### src/rtl/instr_loader_pkg.sv
// Shared state, opcode and halt-word definitions for the
// instruction loader and the 8-bit CPU it feeds.
package instr_loader_pkg;

   typedef enum logic [1:0] {
      ST_IDLE = 2'd0,
      ST_LOAD = 2'd1,
      ST_RUN  = 2'd2
   } state_t;

   // jump opcode with offset 3: pc holds, CPU parks
   localparam logic [7:0] HALT_WORD_DEF = 8'hC3;

   localparam logic [1:0] OP_ADD   = 2'b00;
   localparam logic [1:0] OP_LOAD  = 2'b01;
   localparam logic [1:0] OP_STORE = 2'b10;
   localparam logic [1:0] OP_JUMP  = 2'b11;

   function automatic int unsigned idx_w(input int unsigned depth);
      return (depth > 1) ? $clog2(depth) : 1;
   endfunction

endpackage

### src/rtl/instr_mem_array.sv
// DEPTH x 8 program store: one sync write port, one registered
// read port, per-entry valid bits with bulk clear.
module instr_mem_array
   import instr_loader_pkg::*;
#(
   parameter int unsigned DEPTH     = 32,
   parameter logic [7:0]  HALT_WORD = HALT_WORD_DEF,
   parameter int unsigned AW        = idx_w(DEPTH)
) (
   input  logic          CLK,
   input  logic          reset,
   input  logic          i_clr,
   input  logic          i_we,
   input  logic [AW-1:0] i_waddr,
   input  logic [7:0]    i_wdata,
   input  logic          i_ren,
   input  logic [AW-1:0] i_raddr,
   output logic [7:0]    o_rdata
);

   logic [7:0]       r_mem [DEPTH];
   logic [DEPTH-1:0] r_valid;
   logic [7:0]       r_rdata;
   logic             w_hit;

   assign w_hit   = i_ren && r_valid[i_raddr];
   assign o_rdata = r_rdata;

   always_ff @(posedge CLK) begin
      if (i_we) begin
         r_mem[i_waddr] <= i_wdata;
      end
   end

   // data is never cleared; the valid bits hide stale entries
   always_ff @(posedge CLK or posedge reset) begin
      if (reset) begin
         r_valid <= '0;
      end else if (i_clr) begin
         r_valid <= '0;
      end else if (i_we) begin
         r_valid[i_waddr] <= 1'b1;
      end
   end

   always_ff @(posedge CLK or posedge reset) begin
      if (reset) begin
         r_rdata <= HALT_WORD;
      end else begin
         r_rdata <= w_hit ? r_mem[i_raddr] : HALT_WORD;
      end
   end

endmodule

### src/rtl/instr_rom_loader.sv
// Runtime-loadable instruction ROM with CPU hold control.
// Define INSTR_LOADER_CHECKSUM_EN to enable the checksum adder.
module instr_rom_loader
   import instr_loader_pkg::*;
#(
   parameter int unsigned DEPTH     = 32,
   parameter logic [7:0]  HALT_WORD = HALT_WORD_DEF
) (
   input  logic       CLK,
   input  logic       reset,
   input  logic       load_start,
   input  logic       run_start,
   input  logic [7:0] load_data,
   input  logic       load_valid,
   input  logic       load_last,
   output logic       load_ready,
   output logic       load_done,
   output logic [7:0] load_count,
   input  logic [7:0] readingAddress,
   output logic [7:0] instruction,
   output logic       cpu_hold,
   output logic [7:0] checksum
);

   localparam int unsigned AW   = idx_w(DEPTH);
   localparam logic [8:0]  LIM  = 9'(DEPTH);
   localparam logic [8:0]  LAST = 9'(DEPTH - 1);

   state_t     r_state;
   logic [8:0] r_ptr;
   logic       r_ready;
   logic       r_done;
   logic       r_hold;

   logic       w_we;
   logic       w_end;
   logic       w_ren;

   // a beat coinciding with load_start is dropped
   assign w_we  = (r_state == ST_LOAD) && load_valid && !load_start;
   assign w_end = w_we && (load_last || r_ptr == LAST);
   assign w_ren = (r_state == ST_RUN) && ({1'b0, readingAddress} < LIM);

   assign load_ready = r_ready;
   assign load_done  = r_done;
   assign cpu_hold   = r_hold;
   assign load_count = r_ptr[8] ? 8'hFF : r_ptr[7:0];

   always_ff @(posedge CLK or posedge reset) begin
      if (reset) begin
         r_state <= ST_IDLE;
         r_ptr   <= '0;
         r_ready <= 1'b0;
         r_done  <= 1'b0;
         r_hold  <= 1'b1;
      end else begin
         r_done <= 1'b0;
         if (load_start) begin
            r_state <= ST_LOAD;
            r_ptr   <= '0;
            r_ready <= 1'b1;
            r_hold  <= 1'b1;
         end else begin
            unique case (r_state)
               ST_IDLE: begin
                  if (run_start) begin
                     r_state <= ST_RUN;
                     r_hold  <= 1'b0;
                  end
               end
               ST_LOAD: begin
                  if (w_we) begin
                     r_ptr <= r_ptr + 9'd1;
                  end
                  if (w_end) begin
                     r_state <= ST_RUN;
                     r_ready <= 1'b0;
                     r_hold  <= 1'b0;
                     r_done  <= 1'b1;
                  end
               end
               ST_RUN: begin
                  r_hold <= 1'b0;
               end
               default: begin
                  r_state <= ST_IDLE;
                  r_ready <= 1'b0;
                  r_hold  <= 1'b1;
               end
            endcase
         end
      end
   end

`ifdef INSTR_LOADER_CHECKSUM_EN
   logic [7:0] r_sum;

   always_ff @(posedge CLK or posedge reset) begin
      if (reset) begin
         r_sum <= '0;
      end else if (load_start) begin
         r_sum <= '0;
      end else if (w_we) begin
         r_sum <= r_sum + load_data;
      end
   end

   assign checksum = r_sum;
`else
   assign checksum = 8'h00;
`endif

   a_no_overrun: assert property (
      @(posedge CLK) disable iff (reset) !(w_we && r_ptr >= LIM)
   );

   instr_mem_array #(
      .DEPTH     (DEPTH),
      .HALT_WORD (HALT_WORD),
      .AW        (AW)
   ) u_mem (
      .CLK     (CLK),
      .reset   (reset),
      .i_clr   (load_start),
      .i_we    (w_we),
      .i_waddr (r_ptr[AW-1:0]),
      .i_wdata (load_data),
      .i_ren   (w_ren),
      .i_raddr (readingAddress[AW-1:0]),
      .o_rdata (instruction)
   );

endmodule
### config.mk
export PLATFORM = sky130hd
export DESIGN_NAME = instr_rom_loader
export DESIGN_NICKNAME = d
export VERILOG_FILES = /design/src/rtl/instr_loader_pkg.sv /design/src/rtl/instr_mem_array.sv /design/src/rtl/instr_rom_loader.sv
export SDC_FILE = /design/constraint.sdc
export NUM_CORES = 1
export LEC_CHECK = 0
export ABC_AREA = 1
export BUFFER_PORTS_ARGS = -buffer_cell sky130_fd_sc_hd__clkbuf_2
export CORE_ASPECT_RATIO = 0.9
export CORE_UTILIZATION = 41
export DETAILED_ROUTE_END_ITERATION = 7
export GPL_ROUTABILITY_DRIVEN = 0
export MAX_ROUTING_LAYER = met4
export PLACE_DENSITY_LB_ADDON = 0.2
export SLEW_MARGIN = 20
export SYNTH_ARGS = -nofsm -noshare
export SYNTH_HDL_FRONTEND = slang
export SYNTH_SLANG_ARGS = --single-unit
### constraint.sdc
create_clock -name CLK -period 1.8 [get_ports CLK]
set_input_delay 0.36 -clock CLK [delete_from_list [all_inputs] [get_ports CLK]]
set_output_delay 0.36 -clock CLK [all_outputs]
set_load 0.005 [all_outputs]
==> out/qor.yml <==
outcome: "finished clean"
critical_path_class: "register to register"
detail_route.wl_per_cell_um: 18.69
grt_pass1_wl_um: 51510
p_leak_nw: 6.295
met2_length_um: 15640
end_kind: "register"
syn_avg_cell_area_um2: 10.55
io_buffers: 40
ios: 49
fin_worst_skew_ns: 0.01698
drv_cap: 0
grt_max_degree: 55
cts_tree: "done"
postLayoutCoreUtil: 0.4957
finalCritPeriodShare: 0.9433
fin_setup_tns_ns: 0
numCtsBuffers: 34
final_cells: 1789
power_density_nw_per_um2: 979.4
clock-sinks: 310
total_power_w: 0.01519
yosysUniqueCellTypes: 32
critPathMaxFanout: 16
grt-ovfl-total: 0
cts-root-buf: "clkbuf_16"
vias_per_cell: 5.105
grtUsageTotal: 0.2154
core_um2: 31290
drive_above_1_share: 0.1449
grt_pass1_vias: 8811
top_layer: "met4"
crit_required_ns: 2.01
initial_core_util: 0.4213
htreeDepth: 2
grt_antenna_before_repair: 0
syn2layout_area_growth_pct: 17.67
clockBufferDepth: 3
regArea_um2: 9045
setup.worst_path.start_class: "register"
synth_warnings: 0
final_design_area_no_fill_um2: 15510
slew_violations: 0
synth_seq_cells: 310
worstPathArrival_ns: 1.91
drc: 0
num_vias: 9133
ys_seq_area_frac: 0.6861
drt.antenna.violating_nets: 0
netlist_area_um2: 13180
firstDrtPassIters: 5
vdd.ir_drop.worst_uv: 727.2
dp_cells: 1728
fillers: 2888
met3_length_um: 1429
die_w_um: 191.0
fmax_mhz: 588.9
dieArea_um2: 32870
drt_iter0_drc: 836
setup_violations: 0
drt-total-wl_um: 33440
dpl_cell_area_um2: 14470
hold_viol: 0
final_nets: 1382
min_path_type: "input pin to register"
post-dp-hpwl_um: 20850
clk_pin_slew_worst_paths_ns: 0.06
diodes: 0
fin_crit_ns: 1.698
multi_input_area_um2: 3508
rows: 61
insertion_delay_ns: 0.50
chipHeight_um: 172.1
netlist_instances: 1249
rsz0062_at_grt: "false"
m1WireLength_um: 15740
-- sequential cells by signal (all words and copies together), names as in the netlist --
name           count
u_mem.r_mem      256
u_mem.r_valid     32
r_ptr              9
u_mem.o_rdata      8
r_state            2
cpu_hold           1
load_done          1
load_ready         1
-- stage by stage --
stage	setup WS (ns)	hold WS, ns
after CTS	0.03586	0.1671
after detailed placement	-0.05653	0.4247
after global placement	-0.04115	0.4222
after global routing	0.003332	0.2154
after floorplan	-0.005837	0.4511
final	0.1020	0.1818
-- placed cells by master (no fill, tap or decap) --
master and count:
o21a_1 2, dfrtp_1 49, clkbuf_16 35, nand3_2 1, inv_2 4, clkinv_2 3
inv_1 56, nand2_4 2, edfxtp_1 256, bufinv_16 1, nor2_4 2, nor2_8 1
a31oi_1 1, buf_4 78, inv_6 2, clkinvlp_4 1, ha_1 4, buf_6 2
nor4_1 2, dlygate4sd3_1 1, clkinv_1 14, nand2_2 4, o21ai_1 1, nor2_2 1
a21oi_1 6, o21ai_0 45, o22ai_1 1, clkbuf_1 8, nand2_1 439, conb_1 8
buf_12 19, nor2_1 55, o32ai_1 1, clkbuf_2 39, nand4_1 2, nor3_1 1
dfstp_2 5, nand3_1 228
-- synthesized netlist by cell type --
| library cell | instances | area share |
|---|---|---|
| nand2_1 | 439 | 0.12 |
| edfxtp_1 | 256 | 0.58 |
| nand3_1 | 228 | 0.087 |
| inv_1 | 59 | 0.017 |
| nor2_1 | 56 | 0.016 |
| dfrtp_1 | 49 | 0.093 |
| o21ai_0 | 45 | 0.017 |
| buf_2 | 36 | 0.014 |
| buf_4 | 15 | 0.0085 |
| clkbuf_1 | 12 | 0.0034 |
| a21oi_1 | 6 | 0.0023 |
| buf_1 | 6 | 0.0017 |
| buf_6 | 6 | 0.0051 |
| nand2_2 | 6 | 0.0028 |
| dfstp_2 | 5 | 0.010 |
| ha_1 | 4 | 0.0038 |
| clkinv_1 | 3 | 0.00085 |
| nand4_1 | 2 | 0.00095 |
| nor4_1 | 2 | 0.00095 |
| o21a_1 | 2 | 0.0011 |
| a31oi_1 | 1 | 0.00047 |
| conb_1 | 1 | 0.00028 |
| inv_2 | 1 | 0.00028 |
| inv_6 | 1 | 0.00066 |
| nand3_2 | 1 | 0.00076 |
| nor2_2 | 1 | 0.00047 |
| nor2_4 | 1 | 0.00085 |
| nor2_8 | 1 | 0.0015 |
| nor3_1 | 1 | 0.00038 |
| o21ai_1 | 1 | 0.00038 |
| o22ai_1 | 1 | 0.00047 |
| o32ai_1 | 1 | 0.00066 |
-- metal layers --
layer,up-vias,track usage
met4,0,0.05252
met5,-,-
met2,211,0.3396
met1,4452,0.2980
li1,4426,-
met3,44,0.02578
-- final timing paths --
check,startpoint,endpoint,slack (ns),cells after the start
hold / removal,run_start,cpu_hold$_DFFE_PP1P_,0.18,6
setup / recovery,r_state[0]$_DFFE_PP0P_,u_mem.r_mem[28][5]$_DFFE_PP_,0.10,8
hold reg to reg,cpu_hold$_DFFE_PP1P_,cpu_hold$_DFFE_PP1P_,0.47,2
max in group asynchronous,reset,u_mem.o_rdata[6]$_DFF_PP1_,1.04,4
min in group asynchronous,reset,load_ready$_DFFE_PP0P_,0.45,4
setup reg to reg,r_state[0]$_DFFE_PP0P_,u_mem.r_mem[28][5]$_DFFE_PP_,0.10,8
-- where the power goes --
| part | total [W] | switching (W) | internal, W |
|---|---|---|---|
| logic | 0.00102 | 0.000695 | 0.000327 |
| clock network | 0.00635 | 0.00266 | 0.00369 |
| registers | 0.00782 | 0.0000161 | 0.00780 |
| total | 0.0152 | 0.00337 | 0.0118 |
-- kinds of logic after synthesis --
group | Yosys count | share of synthesized area
other cells | 1 | 0.0002845
simple gates | 738 | 0.2362
flops | 310 | 0.6861
buf+inv | 139 | 0.05106
compound gates | 57 | 0.02249
fa+ha+maj | 4 | 0.003797
-- repair_timing --
| action | in CTS | in global routing |
|---|---|---|
| endpoints found under the hold margin | 49 | 0 |
| gates resized for setup | 1 | 6 |
| buffers inserted | 0 | 0 |
| hold buffers | 1 | 0 |
| endpoints found under the setup margin | 43 | 213 |
-- layout make-up --
type,instances,area share
well taps,409,0.03299
repair buffers,139,0.07695
clock inverters,17,0.006614
inverters,64,0.01581
multi-input cells,807,0.2262
clock buffers,43,0.05840
flip-flops and latches,310,0.5831
-- critical path: stages (launching register included) --
cell and delay [ns]:
dfrtp_1 0.36, inv_1 0.09, nor2_4 0.12, nand2_4 0.10, nor2_8 0.15, nand2_2 0.08
buf_12 0.16, nor2_1 0.16, buf_6 0.17
Power figures use the tool's default switching activity.
